--- config.mk ---
export PLATFORM = sky130hd
export DESIGN_NAME = minmax_tracker
export DESIGN_NICKNAME = d
export VERILOG_FILES = /design/src/rtl/minmax_tracker.sv
export SDC_FILE = /design/constraint.sdc
export NUM_CORES = 1
export LEC_CHECK = 0
export CORE_ASPECT_RATIO = 1.4
export CORE_MARGIN = 2
export CORE_UTILIZATION = 34
export DETAILED_ROUTE_END_ITERATION = 7
export GPL_TIMING_DRIVEN = 0
export MAX_ROUTING_LAYER = met4
export PLACE_DENSITY_LB_ADDON = 0.25
export SLEW_MARGIN = 5
export SYNTH_ARGS = -nofsm -noshare
export SYNTH_HDL_FRONTEND = slang
export SYNTH_SLANG_ARGS = --single-unit
--- constraint.sdc ---
create_clock -name clk -period 3 [get_ports clk]
set_input_delay 0.3 -clock clk [delete_from_list [all_inputs] [get_ports clk]]
set_output_delay 0.3 -clock clk [all_outputs]
set_load 0.02 [all_outputs]
--- src/rtl/minmax_tracker.sv ---
// minmax_tracker
//   Streaming signed min/max tracker. Consumes packets of N-bit two's-complement
//   samples and emits one result per packet: the smallest and largest sample,
//   the index of the first occurrence of each, and a saturating sample count.
//
// Ports
//   clk          in   1      clock, rising edge
//   rst_n        in   1      asynchronous, active-low reset
//   in_valid     in   1      in_data / in_last valid this cycle
//   in_ready     out  1      block accepts a sample this cycle
//   in_data      in   N      signed sample
//   in_last      in   1      final sample of its packet
//   out_valid    out  1      result registers hold a finished packet
//   out_ready    in   1      consumer takes the result this cycle
//   out_min      out  N      smallest sample (signed)
//   out_max      out  N      largest sample (signed)
//   out_min_idx  out  IDX_W  index of first occurrence of out_min
//   out_max_idx  out  IDX_W  index of first occurrence of out_max
//   out_count    out  IDX_W  samples in the packet (saturating)
//
// State  | meaning
// -------+-------------------------------------------------------------
// S_IDLE | waiting for the first sample of a packet
// S_ACCUM| packet in progress, folding samples into running min/max
// S_DONE | result held on out_*, waiting for the consumer to take it

module minmax_tracker #(
  parameter int N     = 32,
  parameter int IDX_W = 16
) (
  input  logic             clk,
  input  logic             rst_n,
  input  logic             in_valid,
  output logic             in_ready,
  input  logic [N-1:0]     in_data,
  input  logic             in_last,
  output logic             out_valid,
  input  logic             out_ready,
  output logic [N-1:0]     out_min,
  output logic [N-1:0]     out_max,
  output logic [IDX_W-1:0] out_min_idx,
  output logic [IDX_W-1:0] out_max_idx,
  output logic [IDX_W-1:0] out_count
);

  typedef enum logic [1:0] {
    S_IDLE  = 2'd0,
    S_ACCUM = 2'd1,
    S_DONE  = 2'd2
  } state_t;

  localparam logic [IDX_W-1:0] CNT_MAX = '1;

  state_t state;

  // Running accumulators are kept apart from the out_* registers so a
  // finished result stays stable while the next packet is accumulating.
  logic [N-1:0]     acc_min;
  logic [N-1:0]     acc_max;
  logic [IDX_W-1:0] acc_min_idx;
  logic [IDX_W-1:0] acc_max_idx;
  logic [IDX_W-1:0] acc_count;

  logic [N-1:0]     nxt_min;
  logic [N-1:0]     nxt_max;
  logic [IDX_W-1:0] nxt_min_idx;
  logic [IDX_W-1:0] nxt_max_idx;
  logic [IDX_W-1:0] nxt_count;

  logic accept;
  logic transfer;
  logic data_lt_min;
  logic max_lt_data;

  assign accept   = in_valid & in_ready;
  assign transfer = out_valid & out_ready;

  // Strict-less compares only: an equal sample never moves an index, so the
  // first occurrence wins.
  assign data_lt_min = $signed(in_data) < $signed(acc_min);
  assign max_lt_data = $signed(acc_max) < $signed(in_data);

  always_comb begin
    nxt_min     = acc_min;
    nxt_max     = acc_max;
    nxt_min_idx = acc_min_idx;
    nxt_max_idx = acc_max_idx;
    nxt_count   = acc_count;
    if (state == S_IDLE) begin
      nxt_min     = in_data;
      nxt_max     = in_data;
      nxt_min_idx = '0;
      nxt_max_idx = '0;
      nxt_count   = IDX_W'(1);
    end else begin
      // acc_count is the index of the incoming sample; once it saturates,
      // later samples are all recorded at the saturated index.
      if (data_lt_min) begin
        nxt_min     = in_data;
        nxt_min_idx = acc_count;
      end
      if (max_lt_data) begin
        nxt_max     = in_data;
        nxt_max_idx = acc_count;
      end
      if (acc_count != CNT_MAX) begin
        nxt_count = acc_count + IDX_W'(1);
      end
    end
  end

  always_ff @(posedge clk or negedge rst_n) begin
    if (!rst_n) begin
      state       <= S_IDLE;
      in_ready    <= 1'b0;
      out_valid   <= 1'b0;
      acc_min     <= '0;
      acc_max     <= '0;
      acc_min_idx <= '0;
      acc_max_idx <= '0;
      acc_count   <= '0;
      out_min     <= '0;
      out_max     <= '0;
      out_min_idx <= '0;
      out_max_idx <= '0;
      out_count   <= '0;
    end else begin
      case (state)
        S_IDLE, S_ACCUM: begin
          in_ready <= 1'b1;
          if (accept) begin
            acc_min     <= nxt_min;
            acc_max     <= nxt_max;
            acc_min_idx <= nxt_min_idx;
            acc_max_idx <= nxt_max_idx;
            acc_count   <= nxt_count;
            if (in_last) begin
              out_min     <= nxt_min;
              out_max     <= nxt_max;
              out_min_idx <= nxt_min_idx;
              out_max_idx <= nxt_max_idx;
              out_count   <= nxt_count;
              out_valid   <= 1'b1;
              in_ready    <= 1'b0;
              state       <= S_DONE;
            end else begin
              state <= S_ACCUM;
            end
          end
        end
        S_DONE: begin
          in_ready <= 1'b0;
          if (transfer) begin
            out_valid <= 1'b0;
            in_ready  <= 1'b1;
            state     <= S_IDLE;
          end
        end
        default: begin
          state     <= S_IDLE;
          in_ready  <= 1'b1;
          out_valid <= 1'b0;
        end
      endcase
    end
  end

endmodule

# Yosys cells after proc, flatten, opt, wreduce, memory -nomap -nowiden
# Index checks and enable logic that the tools add are counted.
# word_totals
out_inout_bits,114
ff_bits,228
wordCells,52
# classes
add_sub_neg,1
bitwise,2
n_eq_ne,6
n_mux,22
n_lt_le_gt_ge,2
reduce_logical,6
# ops
cell,count
$mux W32,4
$mux W16,6
$lt A32 B32 Y1,2
$add A16 B1 Y16 const B,1
$ne A16 B16 Y1 const B,1
$mux W1,6
$mux W2,3
$ne A2 B2 Y1 const B,3
$reduce_and A3 Y1,2
$pmux W1 S2,2
$pmux W2 S2,1
$reduce_and A2 Y1,2
$and A1 B1 Y1,2
$eq A2 B1 Y1 const B,1
$eq A2 B2 Y1 const B,1
$logic_not A2 Y1,1
$reduce_or A2 Y1,1

# Logic depth before layout (Yosys ltp)
# logic_depth
word_depth,4
ltp_mapped,11
ltp_nobuf,9

# Least setup slack after synthesis
# Ideal clock, no wire load.
# synth_timing
kind,flip-flop to flip-flop
startpoint,register acc_max[30]
endpoint,register acc_max[27]
stages_incl_launch_ff,9
setup_slack_ns,0.468
arrival_time_ns,2.404
setup_ns,0.127
cell_sequence,dfrtp_1 ha_1 nand4_1 nor4_1 a211oi_2 o31ai_1 buf_4 buf_4 mux2_1
# synth_between
elab_chain_cells,3
# synth_lines
element,line,source
"start, declared",59,logic [N-1:0] acc_max;
"start signal, assigned",133,acc_max <= nxt_max;
$lt A32 B32 Y1,81,assign max_lt_data = $signed(acc_max) < $signed(in_data);
$mux W32,102,if (max_lt_data) begin
$mux W32,89,if (state == S_IDLE) begin
# Every way passes these cells.
# A chain may end at the register's enable or synchronous reset.

# Final worst setup path
# layout_timing
startpoint,register acc_min[31]
endpoint,register out_min[23]
# layout_between
elab_chain_cells,3
# layout_lines
element,line,source
"start, declared",58,logic [N-1:0] acc_min;
"start signal, assigned",132,acc_min <= nxt_min;
$lt A32 B32 Y1,80,assign data_lt_min = $signed(in_data) < $signed(acc_min);
$mux W32,98,if (data_lt_min) begin
$mux W32,89,
"end signal, assigned",138,out_min <= nxt_min;
"end, declared",39,"output logic [N-1:0] out_min,"
# Every way passes these cells.

==> impl_metrics.json <==
{
  "syn_to_final_growth_pct": 29.6,
  "die_h_um": 227,
  "drv_slew": 0,
  "cp.required_ns": 3.46,
  "min_delay_path_depth": 3,
  "ys_ff_latch": 228,
  "syn-cell-area_um2": 12000,
  "numPortBuffers": 150,
  "utilization": 0.447,
  "start_util": 0.345,
  "die_w_um": 163,
  "irDropWorstVdd_mv": 0.461,
  "yosys_warnings": 0,
  "yosysTopAreaCell": "dfrtp_1",
  "synth_ff_type": "dfrtp_1",
  "min_to": "out_max[19]",
  "gp_congestion": 0.882,
  "final-seq-area_um2": 5710,
  "nFillCells": 3324,
  "core_area_um2": 34900,
  "power.total_mw": 16.4,
  "p_leak_nw": 7.00,
  "synth_area_leaders": "dfrtp_1 (47%), ha_1 (6.6%), a21oi_1 (4.1%)",
  "r2r-start": "acc_min[31]",
  "synth_nets": 1245,
  "grt_overflow_total": 0,
  "final_antenna_net_count": 0,
  "max_freq_ghz": 0.334,
  "synth_edf_count": 0,
  "fin_tns_setup_ns": 0,
  "drt_first_pass_iters": 5,
  "synth_top_cell_area_share": 0.474,
  "crit_type": "reg -> reg",
  "timing.rr.end": "out_min[23]",
  "grt_pass1_vias": 10500,
  "numClockSinks": 228,
  "syn_inst": 1145,
  "grt_antenna_before_repair": 1,
  "num_vias": 10200,
  "cp_max_fo": 10,
  "synth_cell_types": 58,
  "wl_per_cell_um": 22.3,
  "layout_commonest_cell": "dfrtp_1",
  "dieArea_um2": 36900,
  "htreeDepth": 1,
  "r2r_setup_slack_ns": 0.01,
  "worstMarginPinSlew_ns": 0.823,
  "detailed_place_hpwl_mm": 29.7,
  "drcViolationCount": 0,
  "drt_iter0_drc": 686,
  "start_kind": "register",
  "reg2reg_depth": 12,
  "rows": 81,
  "status": "finished, final reports clean",
  "root_buffer": "clkbuf_16",
  "multi_input_area_um2": 5800,
  "rsz0062_at_grt": "true",
  "cts_tree": "yes",
  "finalNetCount": 1442,
  "insertion_delay_ns": 0.53,
  "detail_route.vias_per_cell": 5.63,
  "cts.clk_slew.worst_paths_ns": 0.06,
  "layout_common_cells": "dfrtp_1 (228), clkdlybuf4s50_1 (139), a21oi_1 (95)",
  "layout_worst_path_cycle_share": 0.997,
  "maxCapViolCount": 0,
  "io_pins": 151,
  "hold_viol_final": 0,
  "clock-skew-final_ns": 0.0200,
  "slew_headroom": 0.451,
  "setup_viol": 0,
  "cts_buffers": 25,
  "clk_path_buf_depth": 3,
  "layout_min_cycle_time_ns": 2.99,
  "hold_start": "in_data[19]",
  "p_per_area_nw_per_um2": 1050,
  "cp-end-kind": "register",
  "critical_path_arrival_ns": 3.45,
  "drive_above_1_share": 0.140,
  "hold_path_class": "in -> reg",
  "async_reset_ff_frac": 1.00,
  "seq_area_frac_synth": 0.474,
  "grt_start_max_net_pins": 112,
  "postSynthAreaPerCell_um2": 10.5,
  "wirelength_mm": 40.6,
  "grt_first_pass_wirelength_mm": 61.3,
  "track_usage": 0.222
}
==> cell usage after synthesis (17+ instances only) <==
| master | instances |
|---|---|
| nand3_1 | 46 |
| a211o_1 | 17 |
| a311oi_2 | 20 |
| dfrtp_1 | 228 |
| o21ai_0 | 41 |
| a21oi_1 | 98 |
| ha_1 | 63 |
| and3_1 | 21 |
| inv_1 | 68 |
| clkbuf_1 | 70 |
| mux2i_1 | 35 |
| a41oi_1 | 31 |
| mux2_2 | 19 |
| a221o_1 | 47 |
| nor2_1 | 52 |
| nand2_1 | 56 |
| o31ai_1 | 41 |
| nor3_1 | 22 |
| a22o_1 | 36 |
==> worst max-delay path by stage <==
stage	startpoint	endpoint	slack, ns	depth (start not counted)
global route	acc_min[31]	acc_min[28]	-0.06	12
detailed placement	in_data[31]	out_min[5]	-0.91	10
global placement	rst_n	out_count[5]	-8.46	1
CTS	acc_min[31]	out_min[23]	-0.009	11
finish	acc_min[31]	out_min[23]	0.01	12
floorplan	acc_max[30]	acc_max[27]	0.47	8
==> cells by family (layout without fill, tap and decap cells) <==
logic type | Yosys count | in the layout | synth area share
adder cells (fa/ha/maj) | 63 | 63 | 0.0655
flip-flops | 228 | 228 | 0.474
buffers and inverters | 174 | 388 | 0.0620
AO/OA/AOI/OAI | 370 | 370 | 0.236
XOR/XNOR | 11 | 11 | 0.00801
multiplexers | 68 | 68 | 0.0600
other | 0 | 1 | 0
AND/OR/NAND/NOR | 231 | 231 | 0.0943
==> repair_timing <==
item | CTS | global route
endpoints found under the setup margin | 144 | 171
gates cloned | 0 | 2
endpoints found under the hold margin | 38 | 0
gates resized for setup | 18 | 77
pin swaps | 5 | 21
buffers inserted | 3 | 12
hold buffers | 1 | 0
==> state kept, by name, indices dropped and copies added (netlist names), 2 cells and up <==
| register | count |
|---|---|
| out_min | 32 |
| out_min_idx | 16 |
| acc_min_idx | 16 |
| acc_max | 32 |
| out_max_idx | 16 |
| out_max | 32 |
| out_count | 16 |
| state | 2 |
| acc_max_idx | 16 |
| acc_min | 32 |
| acc_count | 16 |
==> power breakdown <==
part | total (mW) | leakage, nW | internal [mW] | switching (mW)
sequential | 4.89 | 2.88 | 4.09 | 0.793
combinational | 8.23 | 3.70 | 3.30 | 4.93
clock | 3.28 | 0.424 | 2.00 | 1.27
total | 16.4 | 7.00 | 9.39 | 7.00
==> worst max-delay path, cell delays in order, from the launching register on <==
cell      delay [ns]
dfrtp_1         0.40
inv_2           0.08
ha_4            0.22
nand4_1         0.18
buf_4           0.14
nor3_1          0.05
a221oi_2        0.38
o21ai_4         0.17
or4b_4          0.56
buf_12          0.18
buf_8           0.15
a311oi_2        0.27
a221o_1         0.15
==> metal layers <==
metal / track usage / share of wire
met1: 0.261 / 0.40
met2: 0.390 / 0.52
met3: 0.0229 / 0.042
met4: 0.0879 / 0.041
met5: - / 0
==> metrics by stage <==
step	std cells	hold slack (ns)	area (um^2)	setup WS (ns)
3_5_place_dp	1753	0.215	14200	-0.912
6_report	1816	0.121	15600	0.00978
2_1_floorplan	1145	0.00441	12000	0.468
5_1_grt	1816	0.155	15600	-0.0604
4_1_cts	1801	0.255	15200	-0.00908
3_3_place_gp	1751	0.468	14100	-8.46
==> final cells by class <==
type | count | share of cell area
Sequential cell | 228 | 0.366
Inverter | 68 | 0.0164
Clock buffer | 38 | 0.0490
Clock inverter | 6 | 0.00706
Multi-Input combinational cell | 743 | 0.372
Timing Repair Buffer | 170 | 0.115
Tap cell | 456 | 0.0366
Buffer | 106 | 0.0375
Antenna cell | 1 | 0.000161
Power figures use the tool's default switching activity.
